### config.mk
export PLATFORM = sky130hd
export DESIGN_NAME = dmem_bus_stall_unit
export DESIGN_NICKNAME = d
export VERILOG_FILES = /design/src/rtl/dmem_bus_stall_unit_pkg.sv /design/src/rtl/dmem_bus_stall_unit_load_align.sv /design/src/rtl/dmem_bus_stall_unit.sv
export SDC_FILE = /design/constraint.sdc
export NUM_CORES = 1
export LEC_CHECK = 0
export ABC_CLOCK_PERIOD_IN_PS = 2200
export BUFFER_PORTS_ARGS = -buffer_cell sky130_fd_sc_hd__clkbuf_2
export CAP_MARGIN = 0
export CORE_MARGIN = 1
export CORE_UTILIZATION = 45
export CTS_BUF_LIST = sky130_fd_sc_hd__clkbuf_8
export CTS_CLUSTER_SIZE = 12
export DETAILED_ROUTE_END_ITERATION = 10
export PLACE_DENSITY = 0.74
export SLEW_MARGIN = 15
export SYNTH_ARGS = -nofsm -noshare
export SYNTH_HDL_FRONTEND = slang
export SYNTH_SLANG_ARGS = --single-unit
### constraint.sdc
create_clock -name clk -period 2.2 [get_ports clk]
set_input_delay 0.11 -clock clk [delete_from_list [all_inputs] [get_ports clk]]
set_output_delay 0.11 -clock clk [all_outputs]
set_load 0.03 [all_outputs]
### src/rtl/dmem_bus_stall_unit_pkg.sv
// Shared types and helpers for the MEM-stage data-memory bus initiator.
// Access size decode, FSM state encoding and byte-lane patterns.
package dmem_bus_stall_unit_pkg;

  typedef enum logic [2:0] {
    SIZE_B  = 3'b000,
    SIZE_H  = 3'b001,
    SIZE_W  = 3'b010,
    SIZE_BU = 3'b100,
    SIZE_HU = 3'b101
  } mem_size_t;

  typedef enum logic [1:0] {
    IDLE,
    REQ,
    DONE
  } dmem_state_t;

  localparam logic [3:0] SEL_BYTE = 4'b0001;
  localparam logic [3:0] SEL_HALF = 4'b0011;
  localparam logic [3:0] SEL_WORD = 4'b1111;

  // Unused fun3 codes fall back to a full-word access.
  function automatic mem_size_t decode_size(input logic [2:0] fun3);
    case (fun3)
      3'b000:  return SIZE_B;
      3'b001:  return SIZE_H;
      3'b100:  return SIZE_BU;
      3'b101:  return SIZE_HU;
      default: return SIZE_W;
    endcase
  endfunction

  function automatic logic is_misaligned(input mem_size_t size, input logic [1:0] off);
    case (size)
      SIZE_B, SIZE_BU: return 1'b0;
      SIZE_H, SIZE_HU: return off[0];
      default:         return off != 2'b00;
    endcase
  endfunction

endpackage

### src/rtl/dmem_bus_stall_unit_load_align.sv
// dmem_load_align: extracts the addressed byte/half from a bus word and
// sign- or zero-extends it according to the access size.
module dmem_load_align
  import dmem_bus_stall_unit_pkg::*;
#(
  parameter int DATA_W = 32
) (
  input  logic [DATA_W-1:0] word,
  input  logic [1:0]        off,
  input  mem_size_t         size,
  output logic [DATA_W-1:0] data
);

  logic [7:0]  byte_v;
  logic [15:0] half_v;

  always_comb begin
    byte_v = word[{off, 3'b000} +: 8];
    half_v = word[{off[1], 4'b0000} +: 16];
    case (size)
      SIZE_B:  data = {{(DATA_W-8){byte_v[7]}}, byte_v};
      SIZE_BU: data = {{(DATA_W-8){1'b0}}, byte_v};
      SIZE_H:  data = {{(DATA_W-16){half_v[15]}}, half_v};
      SIZE_HU: data = {{(DATA_W-16){1'b0}}, half_v};
      default: data = word;
    endcase
  end

endmodule

### src/rtl/dmem_bus_stall_unit.sv
// MEM-stage Wishbone-classic data-memory initiator with pipeline stall.
// Optional REQ timeout abort enabled by defining DMEM_TIMEOUT_EN.
module dmem_bus_stall_unit
  import dmem_bus_stall_unit_pkg::*;
#(
  parameter int ADDR_W         = 32,
  parameter int DATA_W         = 32,
  parameter int TIMEOUT_CYCLES = 255
) (
  input  logic                clk,
  input  logic                reset_n,
  input  logic                mem_to_reg_mem,
  input  logic                mem_write_mem,
  input  logic [2:0]          fun3_mem,
  input  logic [ADDR_W-1:0]   addr_mem,
  input  logic [DATA_W-1:0]   wdata_mem,
  output logic [DATA_W-1:0]   load_data_mem,
  output logic                stall_pipl,
  output logic                misaligned,
  output logic                bus_err,
  output logic                wb_cyc_o,
  output logic                wb_stb_o,
  output logic                wb_we_o,
  output logic [ADDR_W-1:0]   wb_adr_o,
  output logic [DATA_W/8-1:0] wb_sel_o,
  output logic [DATA_W-1:0]   wb_dat_o,
  input  logic [DATA_W-1:0]   wb_dat_i,
  input  logic                wb_ack_i
);

  if (TIMEOUT_CYCLES < 1) begin : g_bad_timeout
    $error("TIMEOUT_CYCLES must be at least 1");
  end

  dmem_state_t         state;
  mem_size_t           size_q;
  logic [1:0]          off_q;
  logic                load_q;
  logic [DATA_W-1:0]   rdata_q;
  logic [DATA_W-1:0]   align_out;

  logic                req;
  mem_size_t           size_in;
  logic [1:0]          off_in;
  logic                mis_in;
  logic [DATA_W/8-1:0] sel_in;
  logic [DATA_W-1:0]   dat_in;

  always_comb begin
    req     = mem_to_reg_mem | mem_write_mem;
    size_in = decode_size(fun3_mem);
    off_in  = addr_mem[1:0];
    mis_in  = is_misaligned(size_in, off_in);
    sel_in  = SEL_WORD;
    dat_in  = wdata_mem;
    case (size_in)
      SIZE_B, SIZE_BU: begin
        dat_in = {(DATA_W/8){wdata_mem[7:0]}};
        if (!mem_to_reg_mem) sel_in = SEL_BYTE << off_in;
      end
      SIZE_H, SIZE_HU: begin
        dat_in = {(DATA_W/16){wdata_mem[15:0]}};
        if (!mem_to_reg_mem) sel_in = SEL_HALF << off_in;
      end
      default: ;
    endcase
  end

`ifdef DMEM_TIMEOUT_EN
  localparam int TMO_W = $clog2(TIMEOUT_CYCLES + 1);
  logic [TMO_W-1:0] tmo_cnt;
  logic             bus_err_q;
  assign bus_err = bus_err_q;
`else
  assign bus_err = 1'b0;
`endif

  always_ff @(posedge clk) begin
    if (!reset_n) begin
      state    <= IDLE;
      size_q   <= SIZE_W;
      off_q    <= 2'b00;
      load_q   <= 1'b0;
      rdata_q  <= '0;
      wb_cyc_o <= 1'b0;
      wb_stb_o <= 1'b0;
      wb_we_o  <= 1'b0;
      wb_adr_o <= '0;
      wb_sel_o <= '0;
      wb_dat_o <= '0;
`ifdef DMEM_TIMEOUT_EN
      tmo_cnt   <= '0;
      bus_err_q <= 1'b0;
`endif
    end else begin
`ifdef DMEM_TIMEOUT_EN
      bus_err_q <= 1'b0;
`endif
      case (state)
        IDLE: begin
          if (req && !mis_in) begin
            wb_cyc_o <= 1'b1;
            wb_stb_o <= 1'b1;
            wb_we_o  <= mem_write_mem && !mem_to_reg_mem;
            wb_adr_o <= {addr_mem[ADDR_W-1:2], 2'b00};
            wb_sel_o <= sel_in;
            wb_dat_o <= dat_in;
            size_q   <= size_in;
            off_q    <= off_in;
            load_q   <= mem_to_reg_mem;
            rdata_q  <= '0;
`ifdef DMEM_TIMEOUT_EN
            tmo_cnt  <= '0;
`endif
            state    <= REQ;
          end
        end
        REQ: begin
          if (wb_ack_i) begin
            wb_cyc_o <= 1'b0;
            wb_stb_o <= 1'b0;
            wb_we_o  <= 1'b0;
            if (load_q) rdata_q <= wb_dat_i;
            state    <= DONE;
          end
`ifdef DMEM_TIMEOUT_EN
          else if (tmo_cnt == TMO_W'(TIMEOUT_CYCLES - 1)) begin
            wb_cyc_o  <= 1'b0;
            wb_stb_o  <= 1'b0;
            wb_we_o   <= 1'b0;
            rdata_q   <= '0;
            bus_err_q <= 1'b1;
            state     <= DONE;
          end else begin
            tmo_cnt <= tmo_cnt + 1'b1;
          end
`endif
        end
        default: state <= IDLE;
      endcase
    end
  end

  dmem_load_align #(.DATA_W(DATA_W)) u_load_align (
    .word (rdata_q),
    .off  (off_q),
    .size (size_q),
    .data (align_out)
  );

  // Stall asserts in the request cycle itself so the pipeline never advances past an unissued access.
  always_comb begin
    stall_pipl    = (state == REQ) || (state == IDLE && req && !mis_in);
    misaligned    = (state == IDLE) && req && mis_in;
    load_data_mem = (state == DONE) ? align_out : '0;
  end

endmodule

# Yosys cells after proc, flatten, opt, wreduce, memory -nomap -nowiden
# Cells that the tools add are included.
# W data, S select, Z words.
# word_totals
input_bits,104
out_inout_bits,106
regBits,108
word_cells,69
# op_classes
n_mux,20
bitwise_logic,1
n_eq_ne,14
reduce_logical,20
n_shift,4
# op_table
operator,n
$mux W32,4
$pmux W32 S2,2
$pmux W32 S4,1
$shiftx A32 B6 Y16,1
$shiftx A32 B6 Y8,1
$eq A3 B3 Y1 const B,6
$pmux W3 S4,1
$eq A3 B1 Y1 const B,3
$logic_not A3 Y1,3
$mux W4,2
$pmux W4 S2,1
$ne A2 B2 Y1 const B,3
$pmux W1 S2,3
$logic_and A1 B1 Y1,5
$mux W2,2
$pmux W2 S2,1
$reduce_and A2 Y1,2
$reduce_and A4 Y1,1
$reduce_bool A2 Y1,2
$reduce_or A2 Y1,2
$shl A1 B2 Y4 const A,1
$shl A2 B2 Y4 const A,1
$mux W1,3
$reduce_and A3 Y1,1
other kinds (6),7

# Longest topological paths before layout
# depth
word_depth,9
depth_mapped,8
ltp_nobuf,5

# Cells and area by module
# Synthesis repeated with hierarchy kept, for this count alone.
# unflattened
hier_cells,778
area_unflattened_um2,6316.1
# by_module_without_submodules
mod,n_inst,area_each_um2,seq_area_each_um2,cells_per_inst
dmem_bus_stall_unit,1,5688.0,2162.1,669
dmem_load_align,1,628.1,0.0,109

# Worst setup path before layout
# OpenSTA, ideal clock, no wires.
# synth_path
path_kind,reg-to-output
from,register off_q[1]
to,output load_data_mem[6]
path_slack_ns,-0.744
stages_incl_launch_ff,6
t_arrival_ns,2.834
required_ns,2.090
n_path_buf,3
path_cell_list,dfxtp_1 clkbuf_1 clkbuf_1 clkbuf_1 a211oi_1 a2111oi_0
# synth_via
elab_chain_cells,3
elab_cells_between_ends,4
classes_between,shift: 2; mux: 2
# synth_lines
element,line,text
start: declaration,dmem_bus_stall_unit.sv:37,logic [1:0] off_q;
start signal: assignment,dmem_bus_stall_unit.sv:109,off_q <= off_in;
$shiftx A32 B6 Y16 or $shiftx A32 B6 Y8 (tied branches),"dmem_bus_stall_unit_load_align.sv:19, dmem_bus_stall_unit_load_align.sv:18",
$pmux W32 S4 *,dmem_bus_stall_unit_load_align.sv:20,case (size)
$mux W32 *,dmem_bus_stall_unit.sv:155,load_data_mem = (state == DONE) ? align_out : '0;
end: declaration,dmem_bus_stall_unit.sv:17,"output logic [DATA_W-1:0] load_data_mem,"
# Mark *: on every way between the ends. The rest lies on a longest branch, timed or not.

# Worst setup path after layout
# layout_path
from,register size_q[0]
to,output load_data_mem[4]
# layout_via
elab_chain_cells,3
elab_cells_between_ends,6
classes_between,eq/ne: 3; mux: 2; reduce/logical: 1
# layout_lines
element,line,text
start: declaration,dmem_bus_stall_unit.sv:36,mem_size_t size_q;
start signal: assignment,dmem_bus_stall_unit.sv:108,size_q <= size_in;
$eq A3 B3 Y1 (tied with other cells),dmem_bus_stall_unit_load_align.sv:20,
$pmux W32 S4 *,dmem_bus_stall_unit_load_align.sv:20,
$mux W32 *,dmem_bus_stall_unit.sv:155,
# Marked as above.

==> results.md <==
* Status: finished, final reports clean
* Register clock-pin slew on the reported worst setup and hold paths at ~0.09 ns
* Initial core utilization at a little under half
* Area after DPL at approximately 6800 sq um
* Worst-margin pin slew at between 0.7 and 0.8 ns
* Top-area cell type share of the netlist area at 38.6%
* Placed insts at 978
* Routed WL at around 17000 um
* Final non-filler cell total at between 1000 and 1500
* Crit-path max FO at 8
* Antenna Violating Nets Remaining at 0
* Flop and latch count out of synthesis at between 100 and 150
* Final slew viol count at 0
* Routability cong. at 0.854
* Yosys cell types at around 50
* Synth area leaders: dfxtp_1 39%, mux2i_1 13%, nand2_1 9.2%, o2bb2ai_1 5.0%, mux2_2 4.0%
* Max stage delay on crit path at between 0.5 and 0.6 ns
* WP buf/inv at 1
* CTS Buf Count at 9
* H-tree levels at 3
* Setup bufs post-CTS at 0
* Via density at about 5.3
* Die X at between 100 and 150 um
* Slew Limit Headroom at 51.3%
* CP startpoint kind: flip-flop
* Cells along the critical path: or3b_2 > a211oi_1 > a2111oi_2 > clkbuf_2
* Critical path required time at about 2.1 ns
* Fmax achieved at roughly 480 MHz
* Worst Skew at between 0.01 and 0.015 ns
* Final Hold Fails at 0
* Leak at 3.35 nW
* Final antenna diode count at 0
* Boundary Pins at 210
* Multi-input logic area at around 3200 sq um
* Sequential area share after synthesis at approximately two fifths
* Avg WL per Cell at roughly 16 um
* # fillers at approximately 970
* CTS sink cnt at between 100 and 150
* Worst VDD drop at about 480 uV
* Root buf cell: clkbuf_8
* Crit path DAT at around 2 ns
* Total track usage at 26.5%
* Synth warnings at 0
* RSZ-0062 raised after global routing: no
* Fin Setup TNS at 0 ns
* Clk_lat worst skew at roughly 0.38 ns
* Reg area at about 2200 sq um
* Cell area after synthesis at 5600 sq um
* Finished Cell Area at ~7700 sq um
* Fraction of layout cells with a size suffix above 1 at roughly 32%
* Vias after detailed routing at between 5000 and 6000
* Path type of the worst setup path: reg2out
* Die footprint at roughly 13000 sq um
* Die Y at 114 um
* Minimum clock period at 2.10 ns
* Area growth syn-to-layout at 38.2%
* Vias in the first global route at around 5600
* HP Class: in2reg
* Mean Syn Cell Area at 8.60 sq um
* Final setup vio count at 0
* Input/output buffers at slightly above 200
* First-pass GRT wire length at between 20000 and 30000 um
* Final #Nets at about 1000
* Largest net degree at the start of global routing at about 170
* Clk buf depth at 2
* Commonest cells after routing, fill and taps aside: 205 x clkbuf_2, 136 x nand2_1, 104 x dfxtp_1
* Initial DRC count at 374
* DR DRC count at 0
* Ys async rst share at 0%
* Grt ovf at 0
* Row count at 40
* Gate Count Post-Synth at 651
* Final cell utilization of the core at 64.2%
* Crit. End Element: output pin
* Tcrit/Tclk final at between 90% and 100%
* Top_reg_cell synth: dfxtp_1
* P per Cell Area at 588 nW/um^2
* Commonest non-fill, non-tap cell in the layout: clkbuf_2
* Top delay family on crit path: simple AND/OR/NAND/NOR gates
* Critical path's slowest cell: or3b_2
* Max Cap Violations at 0
* Post-DP HPWL at between 10000 and 15000 um
* Yosys top cell by area: dfxtp_1
* Core ar. at 12100 sq um
* Pre-antenna DRT Iters at 6
* CTS tree: built
* Antenna violations before repair at 0
* EDFF count, synth at 0
* Total power at approximately 4.5 mW
* R2r setup slk at roughly 0.27 ns
final timing paths:
path,startpoint,endpoint,depth (start not counted)
worst max-delay path,size_q[0],load_data_mem[4],4
worst max register to register,state[1],wb_sel_o[3],4
worst min-delay path,wdata_mem[2],wb_dat_o[2],3
worst min register to register,wb_dat_o[20],wb_dat_o[20],2
layout make-up:
type                    instances  share of cell area [%]
clock buffers                  10                    1.78
clock inverters                 6                   0.728
inverters                      12                   0.582
multi-input cells             465                    41.5
flip-flops and latches        108                    28.0
well taps                     168                    2.72
repair buffers                293                    24.7
Yosys cell counts, types with 11 or more instances:
cell	number
nand3_1	34
o2bb2ai_1	32
o211ai_1	25
nor2_1	14
clkbuf_1	50
inv_1	11
mux2i_1	75
nor2b_1	12
nand2_1	137
dfxtp_1	108
mux2_2	20
nand2b_1	15
metal layers:
metal	part of all wire, %	vias up	GRT usage (%)	wire length, um
li1	-	2773	-	-
met1	41	2638	29.6	6860
met2	50	203	47.2	8290
met3	5.9	36	6.75	985
met4	3.4	0	12.1	575
met5	0	-	0	0
worst reg2reg max path, cell delays in order (launching register included):
cell	delay (ns)
dfxtp_1	0.37
or2_0	0.33
or4_1	0.61
buf_4	0.30
mux2i_1	0.19
state kept, by name (all words and copies together), names as in the netlist, 2 cells and up:
name	count
wb_dat_o	32
size_q	3
wb_sel_o	4
state	2
off_q	2
rdata_q	32
wb_adr_o	30
stage by stage:
| stage | hold slack (ns) | worst slack, ns |
|---|---|---|
| after floorplan | 0.227 | 0.0313 |
| after global routing | 0.0401 | 0.000262 |
| after CTS | 0.00972 | 0.00311 |
| after detailed placement | 0.318 | 0.283 |
| after global placement | 0.312 | 0.352 |
| final | 0.0249 | 0.0958 |
power breakdown:
part | total [mW] | switching (mW) | internal [mW]
Combinational | 1.17 | 0.698 | 0.472
Clock | 1.21 | 0.666 | 0.548
Sequential | 2.16 | 0.0842 | 2.08
logic make-up (layout without fill, tap and decap cells):
group / count (synthesis) / count (layout) / share of synthesized area (%)
adder cells (fa/ha/maj): 4 / 4 / 0.894
AND/OR/NAND/NOR: 240 / 240 / 19.8
multiplexers: 96 / 96 / 17.8
buffers and inverters: 80 / 321 / 6.12
other: 1 / 3 / 0.0670
flip-flops: 108 / 108 / 38.6
AO/OA/AOI/OAI: 122 / 122 / 16.7
repair_timing:
item | CTS | global route
resized for setup | 3 | 8
hold endpoints to repair | 68 | 0
pin swaps | 0 | 0
setup endpoints to repair | 15 | 28
gates cloned | 0 | 0
hold buffers | 68 | 0
(Power assumes the default switching activity.)
